**src/rtl/riscv_pkg.sv**
```systemverilog
// riscv_pkg: shared ALU codes, forward selects, branch funct3 values and E-stage control bundle
package riscv_pkg;
  localparam logic [3:0] ALU_ADD  = 4'b0000;
  localparam logic [3:0] ALU_SUB  = 4'b0001;
  localparam logic [3:0] ALU_AND  = 4'b0010;
  localparam logic [3:0] ALU_OR   = 4'b0011;
  localparam logic [3:0] ALU_XOR  = 4'b0100;
  localparam logic [3:0] ALU_SLT  = 4'b0101;
  localparam logic [3:0] ALU_SLTU = 4'b0110;
  localparam logic [3:0] ALU_SLL  = 4'b0111;
  localparam logic [3:0] ALU_SRL  = 4'b1000;
  localparam logic [3:0] ALU_SRA  = 4'b1001;
  localparam logic [1:0] FWD_RF = 2'b00;
  localparam logic [1:0] FWD_W  = 2'b01;
  localparam logic [1:0] FWD_M  = 2'b10;
  localparam logic [2:0] F3_BEQ  = 3'b000;
  localparam logic [2:0] F3_BNE  = 3'b001;
  localparam logic [2:0] F3_BLT  = 3'b100;
  localparam logic [2:0] F3_BGE  = 3'b101;
  localparam logic [2:0] F3_BLTU = 3'b110;
  localparam logic [2:0] F3_BGEU = 3'b111;
  typedef struct packed {
    logic       reg_write;
    logic       mem_write;
    logic       jump;
    logic       branch;
    logic       alu_src;
    logic [1:0] result_src;
    logic [3:0] alu_control;
    logic [2:0] funct3;
  } ctrl_t;
endpackage

```
**src/rtl/alu.sv**
```systemverilog
// alu: RV32I integer ALU; flags always reflect a - b so branches work under any opcode
module alu
  import riscv_pkg::*;
#(
  parameter int XLEN = 32
) (
  input  logic [XLEN-1:0] a_i,
  input  logic [XLEN-1:0] b_i,
  input  logic [3:0]      ctrl_i,
  output logic [XLEN-1:0] result_o,
  output logic            z_o,
  output logic            n_o,
  output logic            c_o,
  output logic            v_o
);
  logic [XLEN:0]   sub_w;
  logic [XLEN-1:0] diff;
  logic [4:0]      shamt;
  assign sub_w = {1'b0, a_i} + {1'b0, ~b_i} + {{XLEN{1'b0}}, 1'b1};
  assign diff  = sub_w[XLEN-1:0];
  assign shamt = b_i[4:0];
  assign z_o = diff == '0;
  assign n_o = diff[XLEN-1];
  // carry set means no borrow, i.e. a >= b unsigned
  assign c_o = sub_w[XLEN];
  assign v_o = (a_i[XLEN-1] != b_i[XLEN-1]) && (diff[XLEN-1] != a_i[XLEN-1]);
  always_comb begin
    result_o = '0;
    case (ctrl_i)
      ALU_ADD:  result_o = a_i + b_i;
      ALU_SUB:  result_o = diff;
      ALU_AND:  result_o = a_i & b_i;
      ALU_OR:   result_o = a_i | b_i;
      ALU_XOR:  result_o = a_i ^ b_i;
      ALU_SLT:  result_o = {{(XLEN-1){1'b0}}, $signed(a_i) < $signed(b_i)};
      ALU_SLTU: result_o = {{(XLEN-1){1'b0}}, a_i < b_i};
      ALU_SLL:  result_o = a_i << shamt;
      ALU_SRL:  result_o = a_i >> shamt;
      ALU_SRA:  result_o = $signed(a_i) >>> shamt;
      default:  result_o = '0;
    endcase
  end
endmodule

```
**src/rtl/execute_stage.sv**
```systemverilog
// execute_stage: ID/EX register with operand forwarding, ALU and branch/jump resolution
module execute_stage
  import riscv_pkg::*;
#(
  parameter int XLEN = 32
) (
  input  logic            clk,
  input  logic            reset,
  input  logic            StallE,
  input  logic            FlushE,
  input  logic [XLEN-1:0] RD1D,
  input  logic [XLEN-1:0] RD2D,
  input  logic [XLEN-1:0] PCD,
  input  logic [XLEN-1:0] ImmExtD,
  input  logic [XLEN-1:0] PCPlus4D,
  input  logic [4:0]      Rs1D,
  input  logic [4:0]      Rs2D,
  input  logic [4:0]      RdD,
  input  logic            RegWriteD,
  input  logic            MemWriteD,
  input  logic            JumpD,
  input  logic            BranchD,
  input  logic            ALUSrcD,
  input  logic [1:0]      ResultSrcD,
  input  logic [3:0]      ALUControlD,
  input  logic [2:0]      funct3D,
  input  logic [1:0]      ForwardAE,
  input  logic [1:0]      ForwardBE,
  input  logic [XLEN-1:0] ALUResultM,
  input  logic [XLEN-1:0] ResultW,
  output logic [XLEN-1:0] ALUResultE,
  output logic [XLEN-1:0] WriteDataE,
  output logic [XLEN-1:0] PCTargetE,
  output logic [XLEN-1:0] PCPlus4E,
  output logic [4:0]      RdE,
  output logic [4:0]      Rs1E,
  output logic [4:0]      Rs2E,
  output logic            RegWriteE,
  output logic            MemWriteE,
  output logic            PCSrcE,
  output logic [1:0]      ResultSrcE
);
  typedef struct packed {
    logic [XLEN-1:0] rd1;
    logic [XLEN-1:0] rd2;
    logic [XLEN-1:0] pc;
    logic [XLEN-1:0] imm;
    logic [XLEN-1:0] pc4;
    logic [4:0]      rs1;
    logic [4:0]      rs2;
    logic [4:0]      rd;
    ctrl_t           ctrl;
  } e_t;
  e_t e_q, e_d, e_in;
  logic [XLEN-1:0] src_a, fwd_b, src_b;
  logic z, n, c, v, cond;
  assign e_in = '{rd1: RD1D, rd2: RD2D, pc: PCD, imm: ImmExtD, pc4: PCPlus4D,
                  rs1: Rs1D, rs2: Rs2D, rd: RdD,
                  ctrl: '{reg_write: RegWriteD, mem_write: MemWriteD, jump: JumpD,
                          branch: BranchD, alu_src: ALUSrcD, result_src: ResultSrcD,
                          alu_control: ALUControlD, funct3: funct3D}};
  assign e_d = FlushE ? '0 : StallE ? e_q : e_in;
  always_ff @(posedge clk or posedge reset) begin
    if (reset) e_q <= '0;
    else e_q <= e_d;
  end
  assign src_a = ForwardAE == FWD_W ? ResultW : ForwardAE == FWD_M ? ALUResultM : e_q.rd1;
  assign fwd_b = ForwardBE == FWD_W ? ResultW : ForwardBE == FWD_M ? ALUResultM : e_q.rd2;
  assign src_b = e_q.ctrl.alu_src ? e_q.imm : fwd_b;
  alu #(.XLEN(XLEN)) u_alu (
    .a_i(src_a), .b_i(src_b), .ctrl_i(e_q.ctrl.alu_control),
    .result_o(ALUResultE), .z_o(z), .n_o(n), .c_o(c), .v_o(v)
  );
  always_comb begin
    cond = 1'b0;
    case (e_q.ctrl.funct3)
      F3_BEQ:  cond = z;
      F3_BNE:  cond = !z;
      F3_BLT:  cond = n ^ v;
      F3_BGE:  cond = !(n ^ v);
      F3_BLTU: cond = !c;
      F3_BGEU: cond = c;
      default: cond = 1'b0;
    endcase
  end
  assign WriteDataE = fwd_b;
  assign PCTargetE  = e_q.pc + e_q.imm;
  assign PCSrcE     = e_q.ctrl.jump | (e_q.ctrl.branch & cond);
  assign PCPlus4E   = e_q.pc4;
  assign RdE        = e_q.rd;
  assign Rs1E       = e_q.rs1;
  assign Rs2E       = e_q.rs2;
  assign RegWriteE  = e_q.ctrl.reg_write;
  assign MemWriteE  = e_q.ctrl.mem_write;
  assign ResultSrcE = e_q.ctrl.result_src;
endmodule
```
**config.mk**
```make
export PLATFORM = sky130hd
export DESIGN_NAME = execute_stage
export DESIGN_NICKNAME = d
export VERILOG_FILES = /design/src/rtl/riscv_pkg.sv /design/src/rtl/alu.sv /design/src/rtl/execute_stage.sv
export SDC_FILE = /design/constraint.sdc
export NUM_CORES = 1
export LEC_CHECK = 0
export BUFFER_PORTS_ARGS = -buffer_cell sky130_fd_sc_hd__buf_2
export CELL_PAD_IN_SITES_DETAIL_PLACEMENT = 0
export CELL_PAD_IN_SITES_GLOBAL_PLACEMENT = 1
export CORE_ASPECT_RATIO = 1.25
export CORE_MARGIN = 2
export CORE_UTILIZATION = 40
export DETAILED_ROUTE_END_ITERATION = 10
export PLACE_DENSITY = 0.82
export SLEW_MARGIN = 20
export SYNTH_ARGS = -nofsm -noshare
export SYNTH_HDL_FRONTEND = slang
export SYNTH_SLANG_ARGS = --single-unit
```
**constraint.sdc**
```tcl
create_clock -name clk -period 10.3 [get_ports clk]
set_input_delay 1.545 -clock clk [delete_from_list [all_inputs] [get_ports clk]]
set_output_delay 1.545 -clock clk [all_outputs]
set_load 0.005 [all_outputs]
```
Word level (Yosys, flattened, before mapping)
Cells that the tools add are included.
{"block": "word_totals", "register_bits": 189, "in_bits": 261, "out_inout_bits": 148, "word_cells": 69}
{"block": "op_classes", "n_addsub": 4, "magnitude_cmp": 2, "n_eq_ne": 21, "shifts": 3, "n_mux": 9, "bitwise": 7, "n_reduce_logical": 7}
{"op": "$mux W189", "n": 2}
{"op": "$pmux W32 S10", "n": 1}
{"op": "$mux W32", "n": 5}
{"op": "$add A32 B32 Y32", "n": 2}
{"op": "$lt A32 B32 Y1", "n": 2}
{"op": "$add A32 B32 Y33", "n": 1}
{"op": "$add A33 B1 Y33 const B", "n": 1}
{"op": "$and A32 B32 Y32", "n": 1}
{"op": "$logic_not A32 Y1", "n": 1}
{"op": "$not A32 Y32", "n": 1}
{"op": "$or A32 B32 Y32", "n": 1}
{"op": "$shl A32 B5 Y32", "n": 1}
{"op": "$shr A32 B5 Y32", "n": 1}
{"op": "$sshr A32 B5 Y32", "n": 1}
{"op": "$xor A32 B32 Y32", "n": 1}
{"op": "$eq A4 B3 Y1 const B", "n": 4}
{"op": "$eq A3 B3 Y1 const B", "n": 4}
{"op": "$eq A4 B2 Y1 const B", "n": 2}
{"op": "$eq A4 B4 Y1 const B", "n": 2}
{"op": "$pmux W1 S6", "n": 1}
{"op": "$eq A2 B1 Y1 const B", "n": 2}
{"op": "$eq A2 B2 Y1 const B", "n": 2}
{"op": "$eq A4 B1 Y1 const B", "n": 1}
{"op": "$logic_not A4 Y1", "n": 1}
{"op": "9 further kinds", "n": 12}

Logic depth before layout (Yosys ltp)
{"block": "logic_depth", "ltp_word": 14, "depth_mapped": 31}

By module
A second synthesis with hierarchy kept.
{"block": "unflattened", "cells_unflattened": 2544, "area_unflattened_um2": 19653.8}
{"module": "execute_stage", "instances": 1, "cells_each": 1193, "area_each_um2": 11329.6, "seq_area_each_um2": 4729.5}
{"module": "alu", "instances": 1, "cells_each": 1351, "area_each_um2": 8324.2, "seq_area_each_um2": 0.0}

Worst setup path before layout
Ideal clock, no wire load.
{"block": "synth_timing", "kind": "input to output", "startpoint": "input ForwardBE[1]", "endpoint": "output PCSrcE", "arrival_ps": 8055, "required_time_ps": 8755, "setup_slack_ps": 700, "cell_stages": 29, "n_path_buf": 5, "cell_sequence": "buf_2 -> nand2b_1 -> clkbuf_1 -> o221a_2 -> mux2i_4 -> clkbuf_1 -> clkbuf_1 -> ha_1 -> buf_2 -> o211ai_1 -> a21o_1 -> nand3_1 -> a21o_1 -> and4_1 -> o31ai_1 -> nor2_1 -> o21ai_0 -> nand2b_1 -> fa_1 -> or3b_2 -> a311oi_1 -> o21ai_0 -> a2111oi_0 -> o2111ai_1 -> a2111oi_0 -> nand4bb_1 -> nor4_4 -> a31oi_1 -> or4_1"}
{"block": "synth_via", "elab_chain_cells": 14}
{"item": "from (decl)", "line_no": "execute_stage.sv:28", "text": "input logic [1:0] ForwardBE,"}
{"item": "$eq A2 B2 Y1", "line_no": "execute_stage.sv:68", "text": "assign fwd_b = ForwardBE == FWD_W ? ResultW : ForwardBE == FWD_M ? ALUResultM : e_q.rd2;"}
{"item": "$mux W32", "line_no": "execute_stage.sv:68"}
{"item": "$mux W32 (*)", "line_no": "execute_stage.sv:68"}
{"item": "named net WriteDataE[2]", "line_no": "execute_stage.sv:32", "text": "output logic [XLEN-1:0] WriteDataE,"}
{"item": "$mux W32 (*)", "line_no": "execute_stage.sv:69", "text": "assign src_b = e_q.ctrl.alu_src ? e_q.imm : fwd_b;"}
{"item": "$not A32 Y32 (*)", "line_no": "alu.sv:19", "text": "assign sub_w = {1'b0, a_i} + {1'b0, ~b_i} + {{XLEN{1'b0}}, 1'b1};"}
{"item": "$add A32 B32 Y33 (*)", "line_no": "alu.sv:19"}
{"item": "$add A33 B1 Y33 (*)", "line_no": "alu.sv:19"}
{"item": "$ne A1 B1 Y1", "line_no": "alu.sv:26", "text": "assign v_o = (a_i[XLEN-1] != b_i[XLEN-1]) && (diff[XLEN-1] != a_i[XLEN-1]);"}
{"item": "$logic_and A1 B1 Y1", "line_no": "alu.sv:26"}
{"item": "$xor A1 B1 Y1", "line_no": "execute_stage.sv:79, execute_stage.sv:80"}
{"item": "$logic_not A1 Y1", "line_no": "execute_stage.sv:80", "text": "F3_BGE: cond = !(n ^ v);"}
{"item": "$pmux W1 S6 (*)", "line_no": "execute_stage.sv:76", "text": "case (e_q.ctrl.funct3)"}
{"item": "$and A1 B1 Y1 (*)", "line_no": "execute_stage.sv:88", "text": "assign PCSrcE = e_q.ctrl.jump | (e_q.ctrl.branch & cond);"}
{"item": "$or A1 B1 Y1 (*)", "line_no": "execute_stage.sv:88"}
{"item": "to (decl)", "line_no": "execute_stage.sv:40", "text": "output logic PCSrcE,"}
Mark *: on every way through the listed nets, which the timed path passes. The rest lies on a longest branch.

Worst setup path after layout
{"block": "layout_timing", "startpoint": "input ForwardBE[1]", "endpoint": "output PCSrcE"}
{"block": "layout_via", "elab_chain_cells": 14}
{"item": "$eq A2 B2 Y1", "line_no": "execute_stage.sv:68"}
{"item": "$mux W32", "line_no": "execute_stage.sv:68"}
{"item": "$mux W32 (*)", "line_no": "execute_stage.sv:68"}
{"item": "$mux W32 (*)", "line_no": "execute_stage.sv:69"}
{"item": "$not A32 Y32", "line_no": "alu.sv:19"}
{"item": "$add A32 B32 Y33", "line_no": "alu.sv:19"}
{"item": "$add A33 B1 Y33", "line_no": "alu.sv:19"}
{"item": "$ne A1 B1 Y1", "line_no": "alu.sv:26"}
{"item": "$logic_and A1 B1 Y1", "line_no": "alu.sv:26"}
{"item": "$xor A1 B1 Y1", "line_no": "execute_stage.sv:79, execute_stage.sv:80"}
{"item": "$logic_not A1 Y1", "line_no": "execute_stage.sv:80"}
{"item": "$pmux W1 S6 (*)", "line_no": "execute_stage.sv:76"}
{"item": "$and A1 B1 Y1 (*)", "line_no": "execute_stage.sv:88"}
{"item": "$or A1 B1 Y1 (*)", "line_no": "execute_stage.sv:88"}
Every way passes the cells marked *; elsewhere a longest branch is shown, timed or not.

==> flow_summary.yaml <==
cts:
  cts_tree: "done"
  clock-root-buffer: "clkbuf_16"
  clkSinkCount: 189
  clk_pin_slew_ns: 0.08
  clockBufferDepth: 2
  h-tree-depth: 4
  numCtsBuffers: 17
  clk_latency_ns: 0.46
final_layout:
  nets: 3322
  area_delta_synth_final_pct: 18.0
  final_cell_area_sq_um: 24300
  seq_area_sq_um: 4730
  layout-drive-gt1-share_pct: 23.6
  finalCoreUtilization_pct: 47.9
  fill_cells: 5102
  fin_cells: 3611
  multi_input_area_sq_um: 14300
  mostFrequentLayoutCell: "buf_2"
  layout_common_cells: "buf_2, nor2_1, mux2i_1"
timing:
  tns_ns: 0
  post-route-min-period_ns: 9.97
  fmax_mhz: 100
  timing.final.crit_share_pct: 96.8
  rsz0062_at_grt: "no"
  drv_slew: 0
  setup_violations: 0
  maxSlewHeadroom_pct: 28.6
  tightestPinTransition_ns: 1.04
  hold_viol_final: 0
  fin_skew_ns: 0
global_routing:
  grt_pass1_vias: 21700
  track_usage_pct: 35.4
  grt_overflow: 0
  antenna_found_initial: 24
  grt_pass1_wl_um: 141000
  grt_max_degree: 115
logic_synthesis:
  ys_types: 81
  synth_top_family_by_area: "compound AO/OA/AOI/OAI gates"
  synth_fa_ha_area_share_pct: 8.19
  synth_flop_cell: "dfrtp_1"
  synthMuxAreaShare_pct: 19.3
  synth_area_sq_um: 20500
  postSynthCellCount: 2579
  avgSynthCellArea_sq_um: 7.97
  syn_nets: 2972
  ys_async_sr_fraction_pct: 100
  synth_enable_flop_cells: 0
  synthSimpleGateAreaFrac_pct: 16.4
  synth-xor-area-share_pct: 2.64
  synth-compound-area-share_pct: 22.8
  ys_seq_area_share_pct: 23.0
  yosysWarnings: 0
  ys_seq_elements: 189
floorplanning:
  ios: 409
  start_util_pct: 40.6
  dieWidth_um: 207
  core_area_sq_um: 50600
  num_rows: 92
  die_area_sq_um: 53200
  dieHeight_um: 257
placed_design:
  dpl.hpwl_um: 76300
  dp.cells: 3568
  gp_congestion: 0.991
  placed_area_sq_um: 23600
  io_buffers: 408
power_and_ir_drop:
  ir_worst_vdd_v: 0.000110
  power_frac_clock_pct: 19.5
  switching_share_pct: 47.4
  power_frac_seq_pct: 23.2
  p_int_mw: 1.86
  totalPowerFinal_mw: 3.55
  p_sw_mw: 1.68
  powerDensity_nw_per_um2: 146
  power_leakage_nw: 12.3
  p_comb_share_pct: 57.3
route:
  vias: 22000
  routedWlPerCell_um: 26.5
  routed_via_density: 6.10
  final_antenna_net_count: 0
  first_iter_violations: 1806
  drtPass1Iterations: 5
  drt-total-wl_um: 95600
  drc_errors: 0
setup_path:
  critPathKind: "in2out"
  crit_required_ns: 8.76
  path_max_fanout: 10
  arrival_ns: 8.43
  critPathLaunchType: "input port"
  end_kind: "primary output"
flow_run:
  maxCapViolCount: 0
hold_path:
  hp-class: "reg2reg"
status:
  outcome: "finished clean"
==> critical path, cell delays in order <==
cell and delay (ns):
clkbuf_4 0.21, mux2_2 0.35, o21ai_0 0.24, o21ai_0 0.18
ha_1 0.40, inv_1 0.08, a2111oi_2 0.44, o311ai_0 0.21
a21o_1 0.23, and4_2 0.22, o31ai_2 0.29, nor2_1 0.07
o21ai_0 0.15, nand2b_1 0.09, fa_1 0.58, or3b_2 0.50
a311oi_1 0.21, o21ai_0 0.16, a2111oi_2 0.31, o2111ai_1 0.15
a2111oi_1 0.33, buf_4 0.19, nand4bb_1 0.15, nor4_4 0.32
a31oi_1 0.12, or4_1 0.53, buf_2 0.15
==> metrics by stage <==
stage | setup WS, ns | hold WS [ns]
finish | 0.328 | 0.523
global route | 0.00862 | 0.555
CTS | 0.122 | 0.527
detailed placement | 0.126 | 0.508
global placement | 0.288 | 0.498
floorplan | 0.700 | 0.481
==> synth_stat cells (10+ instances only) <==
library cell / count / share of area (%)
buf_2: 27 / 0.66
a221oi_1: 14 / 0.60
o211ai_1: 43 / 1.6
dfrtp_1: 189 / 23
nor3_1: 42 / 1.0
a21oi_1: 144 / 3.5
buf_4: 51 / 1.9
o21a_1: 23 / 0.84
clkbuf_1: 115 / 2.1
o221ai_1: 21 / 0.90
mux2_2: 44 / 2.4
o22ai_1: 17 / 0.52
a31oi_1: 26 / 0.79
nor2b_1: 18 / 0.55
o2111ai_1: 13 / 0.55
ha_1: 128 / 7.8
a311oi_1: 10 / 0.43
o21bai_1: 14 / 0.51
inv_1: 125 / 2.3
mux2i_1: 340 / 17
o31ai_1: 22 / 0.80
o22a_1: 22 / 0.94
and3_1: 15 / 0.46
a211o_1: 11 / 0.47
xor2_1: 17 / 0.72
o21ai_0: 143 / 3.5
o21ai_1: 11 / 0.27
nand2_1: 175 / 3.2
buf_1: 38 / 0.69
nor2_1: 366 / 6.7
nand3_1: 35 / 0.85
a21o_1: 46 / 1.7
a2111oi_0: 11 / 0.47
nand2b_1: 28 / 0.85
a211oi_1: 33 / 1.2
xnor2_1: 45 / 1.9
a22oi_1: 12 / 0.44
==> logic make-up (layout without fill, tap and decap cells) <==
| kind of cell | after synthesis | after routing |
|---|---|---|
| buffers and inverters | 359 | 722 |
| xor gates and xnor gates | 62 | 62 |
| other | 0 | 11 |
| muxes | 387 | 387 |
| and+or+nand+nor | 752 | 752 |
| DFF | 189 | 189 |
| AOI/OAI and AO/OA | 698 | 698 |
| adders and majority gates | 132 | 132 |
==> final timing paths <==
path,startpoint,end,slack [ns],cells past startpoint
min in group asynchronous,reset,Rs1E[3],1.19,2
worst min register to register,PCPlus4E[13],PCPlus4E[13],0.52,2
worst min-delay path,PCPlus4E[13],PCPlus4E[13],0.52,2
max in group asynchronous,reset,e_q[154],7.81,3
worst max register to register,e_q[9],e_q[9],9.06,2
worst max-delay path,ForwardBE[1],PCSrcE,0.33,27
==> routing by layer <==
layer,GRT usage (%),wire length [um]
met5,0,158
met4,17.5,5440
met3,7.51,7640
met2,58.2,44900
met1,43.6,37400
==> sequential cells by signal, indices dropped and copies added, names as in the netlist <==
| name | cells |
|---|---|
| RdE | 5 |
| RegWriteE | 1 |
| Rs2E | 5 |
| Rs1E | 5 |
| MemWriteE | 1 |
| PCPlus4E | 32 |
| e_q | 138 |
| ResultSrcE | 2 |
==> power by group through the flow <==
stage | combinational, mW | sequential (mW) | clock (mW)
after floorplan | 1.19 | 0.817 | 0
after global placement | 1.97 | 0.835 | 0
after detailed placement | 1.96 | 0.836 | 0
after CTS | 1.97 | 0.822 | 0.707
after global routing | 2.16 | 0.828 | 0.731
final | 2.03 | 0.822 | 0.691
==> timing repair <==
item / 4_1_cts / 5_1_grt
setup endpoints to repair: 0 / 1
hold buffers: 0 / 0
setup buffers: 0 / 0
gates resized for setup: 0 / 12
==> area by class of cell <==
class | count | share of cell area (%)
Multi-Input combinational cell | 2031 | 59.0
Sequential cell | 189 | 19.5
Timing Repair Buffer | 562 | 13.5
Tap cell | 658 | 3.39
Inverter | 128 | 2.01
Clock buffer | 17 | 1.75
Clock inverter | 15 | 0.769
Antenna cell | 11 | 0.114
Note: power is estimated with default switching activity, not from simulation.
